## src/rtl/thread_sched.sv

```systemverilog
// Round-robin scheduler for 32 hardware threads with a writeback-latency id pipe.
// Optional THREAD_SCHED_PRIO_EN adds a prio mask searched before the normal class.
module thread_sched #(
    parameter int          WB_LAT     = 2,
    parameter logic [31:0] RESET_MASK = 32'h0000_0001
) (
    input  logic        clk,
    input  logic        rst_n,
    input  logic        stall,
    input  logic        wake,
    input  logic [4:0]  wake_id,
    input  logic        sleep,
    input  logic [4:0]  sleep_id,
`ifdef THREAD_SCHED_PRIO_EN
    input  logic [31:0] prio,
`endif
    output logic [4:0]  rthreadid,
    output logic        rvalid,
    output logic [4:0]  wthreadid,
    output logic        wvalid,
    output logic [31:0] runnable,
    output logic        idle
);

    logic [31:0] runnable_q;
    logic [31:0] runnable_d;
    logic [4:0]  last_q;
    logic [4:0]  id_q  [0:WB_LAT];
    logic        vld_q [0:WB_LAT];
    logic [31:0] inflight;
    logic [31:0] eligible;
    logic [5:0]  pick;
`ifdef THREAD_SCHED_PRIO_EN
    logic [5:0]  pick_prio;
`endif

    // Returns {found, id}: first set bit of req scanning last+1, last+2, ... modulo 32.
    function automatic logic [5:0] rr_pick(input logic [31:0] req, input logic [4:0] last);
        logic [5:0] res;
        logic [4:0] idx;
        res = '0;
        for (int i = 32; i >= 1; i--) begin
            idx = last + 5'(i);
            if (req[idx]) res = {1'b1, idx};
        end
        return res;
    endfunction

    always_comb begin
        // Wake is OR-ed in after the sleep clear so a same-id wake always survives.
        runnable_d = (runnable_q & ~(32'(sleep) << sleep_id)) | (32'(wake) << wake_id);
        inflight   = '0;
        for (int k = 0; k < WB_LAT; k++) begin
            if (vld_q[k]) inflight[id_q[k]] = 1'b1;
        end
        eligible = runnable_d & ~inflight;
        pick     = rr_pick(eligible, last_q);
`ifdef THREAD_SCHED_PRIO_EN
        pick_prio = rr_pick(eligible & prio, last_q);
        if (pick_prio[5]) pick = pick_prio;
`endif
    end

    always_ff @(posedge clk or negedge rst_n) begin
        if (!rst_n) begin
            runnable_q <= RESET_MASK;
            last_q     <= 5'd31;
            for (int k = 0; k <= WB_LAT; k++) begin
                id_q[k]  <= '0;
                vld_q[k] <= 1'b0;
            end
        end else begin
            runnable_q <= runnable_d;
            if (!stall) begin
                // An empty slot keeps the previous id so rthreadid only moves on real issues.
                if (pick[5]) begin
                    id_q[0]  <= pick[4:0];
                    vld_q[0] <= 1'b1;
                    last_q   <= pick[4:0];
                end else begin
                    vld_q[0] <= 1'b0;
                end
                for (int k = 0; k < WB_LAT; k++) begin
                    id_q[k+1]  <= id_q[k];
                    vld_q[k+1] <= vld_q[k];
                end
            end
        end
    end

    assign rthreadid = id_q[0];
    assign rvalid    = vld_q[0];
    assign wthreadid = id_q[WB_LAT];
    assign wvalid    = vld_q[WB_LAT];
    assign runnable  = runnable_q;
    assign idle      = (runnable_q == 32'd0);

endmodule

```

## config.mk

```make
export PLATFORM = sky130hd
export DESIGN_NAME = thread_sched
export DESIGN_NICKNAME = d
export VERILOG_FILES = /design/src/rtl/thread_sched.sv
export SDC_FILE = /design/constraint.sdc
export NUM_CORES = 1
export LEC_CHECK = 0
export ABC_CLOCK_PERIOD_IN_PS = 7100
export CORE_MARGIN = 2
export CORE_UTILIZATION = 40
export DETAILED_ROUTE_END_ITERATION = 12
export PLACE_DENSITY = 0.56
export SYNTH_ARGS = -nofsm -noshare
export SYNTH_HDL_FRONTEND = slang
export SYNTH_SLANG_ARGS = --single-unit
```

## constraint.sdc

```tcl
create_clock -name clk -period 7.1 [get_ports clk]
set_input_delay 1.42 -clock clk [delete_from_list [all_inputs] [get_ports clk]]
set_output_delay 1.42 -clock clk [all_outputs]
set_load 0.02 [all_outputs]
```

==> results of run 1 <==
-- area by class of cell --
type                            count  area share, %
Clock inverter                      3         0.1904
Multi-Input combinational cell   1228          75.74
Tap cell                          390          3.713
Timing Repair Buffer              127          8.339
Sequential cell                    55          10.56
Inverter                           18         0.5140
Clock buffer                        5         0.9519
-- placed cells by master (no fill, tap or decap), types with 30 or more instances in the layout --
cell type,instances
a211oi_1,64
a21o_1,52
a21oi_1,89
buf_4,68
clkdlybuf4s50_1,58
dfrtp_1,49
mux2_2,30
mux2i_1,103
mux4_2,105
nand2_1,172
nor2_1,108
o21ai_0,63
o22ai_1,39
xnor2_1,36
-- kinds of logic (layout without fill, tap and decap cells) --
kind of cell / count (synthesis) / count (layout)
adders and majority gates: 12 / 12
xor gates and xnor gates: 45 / 45
and+or+nand+nor: 449 / 449
buffers and inverters: 138 / 153
DFF: 55 / 55
AOI/OAI and AO/OA: 483 / 483
muxes: 239 / 239
-- sequential cells by signal, summed over array words and instances, names as in the netlist --
| signal | cells |
|---|---|
| vld_q | 1 |
| id_q | 5 |
| rvalid | 1 |
| rthreadid | 5 |
| last_q | 5 |
| wthreadid | 5 |
| runnable | 32 |
| wvalid | 1 |
-- how the worst max path moves through the flow --
stage | start | endpoint | slack [ns] | depth (start not counted)
floorplan | last_q[0]$_DFFE_PN1P_ | rthreadid[0]$_DFFE_PN0P_ | 1.08 | 23
global placement | wake_id[1] | rthreadid[3]$_DFFE_PN0P_ | 0.35 | 13
detailed placement | wake_id[1] | rthreadid[3]$_DFFE_PN0P_ | 0.37 | 13
CTS | wake_id[1] | rthreadid[3]$_DFFE_PN0P_ | 0.68 | 13
global route | wake_id[1] | rthreadid[3]$_DFFE_PN0P_ | 0.19 | 13
finish | wake_id[1] | rthreadid[3]$_DFFE_PN0P_ | 0.44 | 13
-- worst max-delay path: stages --
cell,delay [ns]
clkdlybuf4s50_1,0.51
nor4b_1,0.69
nand2_1,0.20
a21oi_1,0.85
a21o_1,0.25
mux4_2,0.25
mux2i_1,0.18
o211ai_1,0.72
nor2b_1,0.31
nand4_1,0.31
o21bai_4,0.22
a2111oi_0,0.74
a21oi_1,0.16
-- layer usage --
layer | vias to the layer above | routed length [µm]
met5 | - | 0
met4 | 0 | 4864
met3 | 235 | 6340
met2 | 1000 | 24630
met1 | 6536 | 22350
li1 | 5665 | -
-- per-stage QoR --
step                instances  area (µm²)
floorplan                1421       11900
global placement         1818       12990
detailed placement       1818       12990
CTS                      1826       13140
global route             1826       13140
finish                   1826       13140
==> results.md, run 1 <==
* Outcome: completed
* H-tree depth at 2
* Worst Setup End Kind: flip-flop
* Detailed Route WL at 58,180 µm
* Hold Path End: wthreadid[1]$_DFFE_PN0N_
* CP arrival at 6.84 ns
* Die height at 176.5 µm
* FMAX at 150.1 MHz
* RSZ-0062 raised after global routing: no
* First-pass detailed-route iteration total at 7
* Grt met1 use at 48.50%
* Multi-input logic area at 0.009955 mm²
* Worst setup margin at 0.4393 ns
* Final layout net count at 1,462
* Share of Yosys cell area claimed by the top area cell type at 19.87%
* Hold Path Cell Cnt at 1
* GRT Overall Usage at 37.02%
* Core ar. at 0.02948 mm²
* Site row count at 63
* Setup Skew at 0.006400 ns
* Synthesized netlist net count at 1,448
* Syn Std Cell Area at 0.01190 mm²
* CP max FO at 17
* # IOs at 60
* Final-report max-slew violation count at 0
* Hold WC Path Type: flip-flop to flip-flop
* Fraction of layout cells with a size suffix above 1 at 18.52%
* Sequential area share after synthesis at 11.63%
* Vias in the first global route at 12,544
* Ant diodes at 0
* R2R depth at 14
* Final Hold Fails at 0
* Post-synth top flop: dfrtp_1
* Crit start category: input port
* Mux cell area share after synthesis at 31.50%
* Pin count of the biggest net entering global routing at 73
* Mean number of vias per cell at 7.358
* Setup violators final at 0
* Setup slack, reg-to-reg at 0.87 ns
* Most frequent cell after synthesis: nand2_1
* HP Start: wthreadid[1]$_DFFE_PN0N_
* Initial Utilization at 40.37%
* Reg area at 0.001388 mm²
* Post-CTS setup buffers at 0
* Remaining DRCs at 0
* Largest family of logic cells by synthesized area: multiplexers
* CTS tree: done
* Drt wl/cell at 31.86 µm
* R2r endpoint: rthreadid[0]$_DFFE_PN0P_
* Cells after Synth at 1,421
* Max Cap Violations at 0
* GR peak layer: met2
* Largest area contributor in the netlist: mux4_2
* Layout area overhead at 10.45%
* GR Util met2 at 55.16%
* Grt ovf at 0
* 1st-iter DRT viols at 2,181
* CP required at 7.28 ns
* Most frequent cells after synthesis: 172 x nand2_1, 108 x nor2_1, 105 x mux4_2, 103 x mux2i_1, 89 x a21oi_1
* Compound-gate portion of the synthesized area at 28.33%
* Cts bufs inserted at 5
* Post-layout util at 44.58%
* Worst slew pin tran at 1.090 ns
* Met3 Use GR at 6.804%
* DP Wirelength at 45,600 µm
* Synth cell types at 101
* Root buf cell: clkbuf_16
* Clk buf depth at 2
* Xor and xnor fraction of the mapped netlist area at 3.312%
* DIE WIDTH at 176.5 µm
* Final Wtd Congestion at 1.050
* Skew-Pair Late Insertion Delay at 0.32 ns
* Synthesis-stage register bit count at 55
* Final-layout fill cell count at 2,920
* Post-cts resize count at 0
* Synth Area in Simple Gates at 18.89%
* Setup_tns at 0 ns
* Via Count at 13,436
* Final Cycle Share at 93.81%
* Fin crit period at 6.661 ns
* Buffers on Ports at 59
* Setup WS pre-CTS at 0.3658 ns
* Worst slew margin at 26.19%
* Die ar. at 0.03115 mm²
* Mean Syn Cell Area at 8.374 µm²
* Hold slack at 0.5115 ns
* # clock sinks at 55
* Hold-fix buffers at CTS at 0
* DRT antenna net count at 0
* Async SR Flop Fraction at 100.0%
* Number of synthesized flops with an enable pin at 0
* R2R Path Start: last_q[1]$_DFFE_PN1P_
* Initial antenna violation count at 0
* First-pass GRT wire length at 85,030 µm
* Critical path class: input port to flip-flop
* Synth Area in Adders at 1.262%
* CTS clk-pin slew, worst paths at 0.08 ns
* Yosys warns at 0
* Top post-synthesis cells by area: mux4_2 20%, dfrtp_1 10%, mux2i_1 8.7%, nand2_1 5.4%, a211oi_1 4.0%
Power of run 1 is not shown: default switching activity piles up to over one toggle a cycle in this logic, so the estimate is an artifact.
==> run 2: changes to the inputs <==
--- a/config.mk
+++ b/config.mk
@@ -9,6 +9,7 @@
 export CORE_MARGIN = 2
 export CORE_UTILIZATION = 40
+export CTS_CLUSTER_DIAMETER = 120
 export DETAILED_ROUTE_END_ITERATION = 12
-export PLACE_DENSITY = 0.56
+export PLACE_DENSITY = 0.55
 export SYNTH_ARGS = -nofsm -noshare
 export SYNTH_HDL_FRONTEND = slang
==> constraint.sdc (replaced) <==
create_clock -name clk -period 7.1 [get_ports clk]
set_input_delay 1.42 -clock clk [delete_from_list [all_inputs] [get_ports clk]]
set_output_delay 1.42 -clock clk [all_outputs]
set_load 0.1 [all_outputs]
==> run 2 against run 1 <==
Net effect:
- hold slack got worse by 0.0068 ns
- final cell count rose by 0.93%
- die area is the same
- global-route usage is 1.5 points higher
- first-iteration DRC count fell by 7.4%
- via count is 1.2% higher
- core utilization up 0.51 points
- design area is 1.1% higher
- sequential share of layout area shrank 0.12 points
- non-clock buffer count increased by 17
- register-to-register slack better by 0.22 ns
==> results.md, run 2 (same netlist as run 1, synthesis figures left out) <==
* # clock sinks at 55
* Fraction of layout cells with a size suffix above 1 at 19.48%
* DRT antenna net count at 0
* H-tree depth at 2
* First-pass GRT wire length at 87,640 µm
* Met1 Wirelength at 22,290 µm
* Remaining DRCs at 0
* WP depth at 13
* GRT Overall Usage at 38.50%
* Final Cycle Share at 93.53%
* Critical path class: input port to flip-flop
* Die height at 176.5 µm
* DP Wirelength at 47,160 µm
* Outcome: completed
* Max Used Layer: met5
* Layout area overhead at 11.70%
* DIE WIDTH at 176.5 µm
* Fin crit period at 6.641 ns
* Final Hold Fails at 0
* Most frequent cells in the layout: 172 x nand2_1, 108 x nor2_1, 105 x mux4_2
* Post-cts resize count at 0
* Crit start category: input port
* Final Wtd Congestion at 1.105
* Die ar. at 0.03115 mm²
* Cts bufs inserted at 5
* Met2 wire length at 25,710 µm
* Final-report max-slew violation count at 0
* Final layout net count at 1,479
* Via Count at 13,599
* Detailed Route WL at 60,610 µm
* Setup_tns at 0 ns
* Buffers on Ports at 59
* Mean number of vias per cell at 7.379
* Met3 WL post-DR at 7217 µm
* First-pass detailed-route iteration total at 6
* Commonest non-fill, non-tap cell in the layout: nand2_1
* Worst Setup End Kind: flip-flop
* Clk buf depth at 2
* Setup violators final at 0
* RSZ-0062 raised after global routing: no
* Initial antenna violation count at 1
* Worst slew margin at 15.14%
* CP max-delay cell: a21oi_1
* CP arrival at 6.81 ns
* 1st-iter DRT viols at 2,020
* Max Cap Violations at 0
* CTS clk-pin slew, worst paths at 0.08 ns
* CP max FO at 17
* Hold Path Cell Cnt at 1
* Site row count at 63
* Ant diodes at 0
* Grt ovf at 0
* Initial Utilization at 40.37%
* # IOs at 60
* CTS tree: done
* Root buf cell: clkbuf_16
* CP required at 7.27 ns
* Drt wl/cell at 32.89 µm
* Post-CTS setup buffers at 0
* Hold WC Path Type: flip-flop to flip-flop
* Cell family contributing the most delay on the critical path: compound AO/OA/AOI/OAI gates
* CP max stage delay at 1.00 ns
* Vias in the first global route at 12,625
* Skew-Pair Late Insertion Delay at 0.31 ns
* Largest register FFs at 32
* Setup slack, reg-to-reg at 1.09 ns
* R2R depth at 15
* FMAX at 150.6 MHz
* Worst slew pin tran at 1.264 ns
* CP Buf/Inv Count at 1
* Hold-fix buffers at CTS at 0
* Core ar. at 0.02948 mm²
* Setup Skew at 0.007761 ns
* Crit path cell chain: clkdlybuf4s50_1 > nor2b_1 > nand2_1 > a21oi_1 > a21o_1 > mux4_2 > mux2i_1 > o211ai_1 > nor2b_1 > nand4_1 > o21bai_4 > a2111oi_0 > a21oi_1
* Pin count of the biggest net entering global routing at 56
-- run 2: changes by cell type in the layout (fill, tap and decap cells not counted), sizes merged --
cell and delta:
buf +17, inv +1, bufinv +1, clkinv -2
-- run 2: final cells by class --
type / instances / area, µm²
Timing Repair Buffer: 144 / 1224
Sequential cell: 55 / 1388
Fill cell: 3007 / 16190
Inverter: 18 / 67.56
Clock inverter: 3 / 46.29
Tap cell: 390 / 488.0
Clock buffer: 5 / 125.1
Multi-Input combinational cell: 1228 / 9955
-- run 2: per-stage QoR --
step	cells	worst slack [ns]	area [µm²]	util [%]	hold slack, ns
finish	1843	0.4592	13290	45.09	0.5048
global route	1843	0.1822	13290	45.09	0.5328
CTS	1843	0.7104	13290	45.09	0.5092
detailed placement	1835	0.3731	13120	44.51	0.4917
global placement	1835	0.4441	13120	44.51	0.4894
floorplan	1421	1.080	11900	-	0.4807
-- run 2: routing by layer --
metal  global-route usage [%]  vias up
li1                         -     5696
met1                    48.81     6518
met2                    57.01     1106
met3                    9.195      277
met4                    28.24        2
met5                        0        -
-- run 2: worst paths after layout --
check                                         startpoint                        to
worst max-delay path                          wake_id[2]  rthreadid[3]$_DFFE_PN0P_
worst min-delay path            wthreadid[2]$_DFFE_PN0N_  wthreadid[2]$_DFFE_PN0N_
worst max register to register     last_q[2]$_DFFE_PN1P_  rthreadid[0]$_DFFE_PN0P_
worst min register to register  wthreadid[2]$_DFFE_PN0N_  wthreadid[2]$_DFFE_PN0N_
max in group asynchronous                          rst_n    runnable[17]$_DFF_PN0_
min in group asynchronous                          rst_n  rthreadid[4]$_DFFE_PN0P_
Power of run 2 is left out for the same reason.
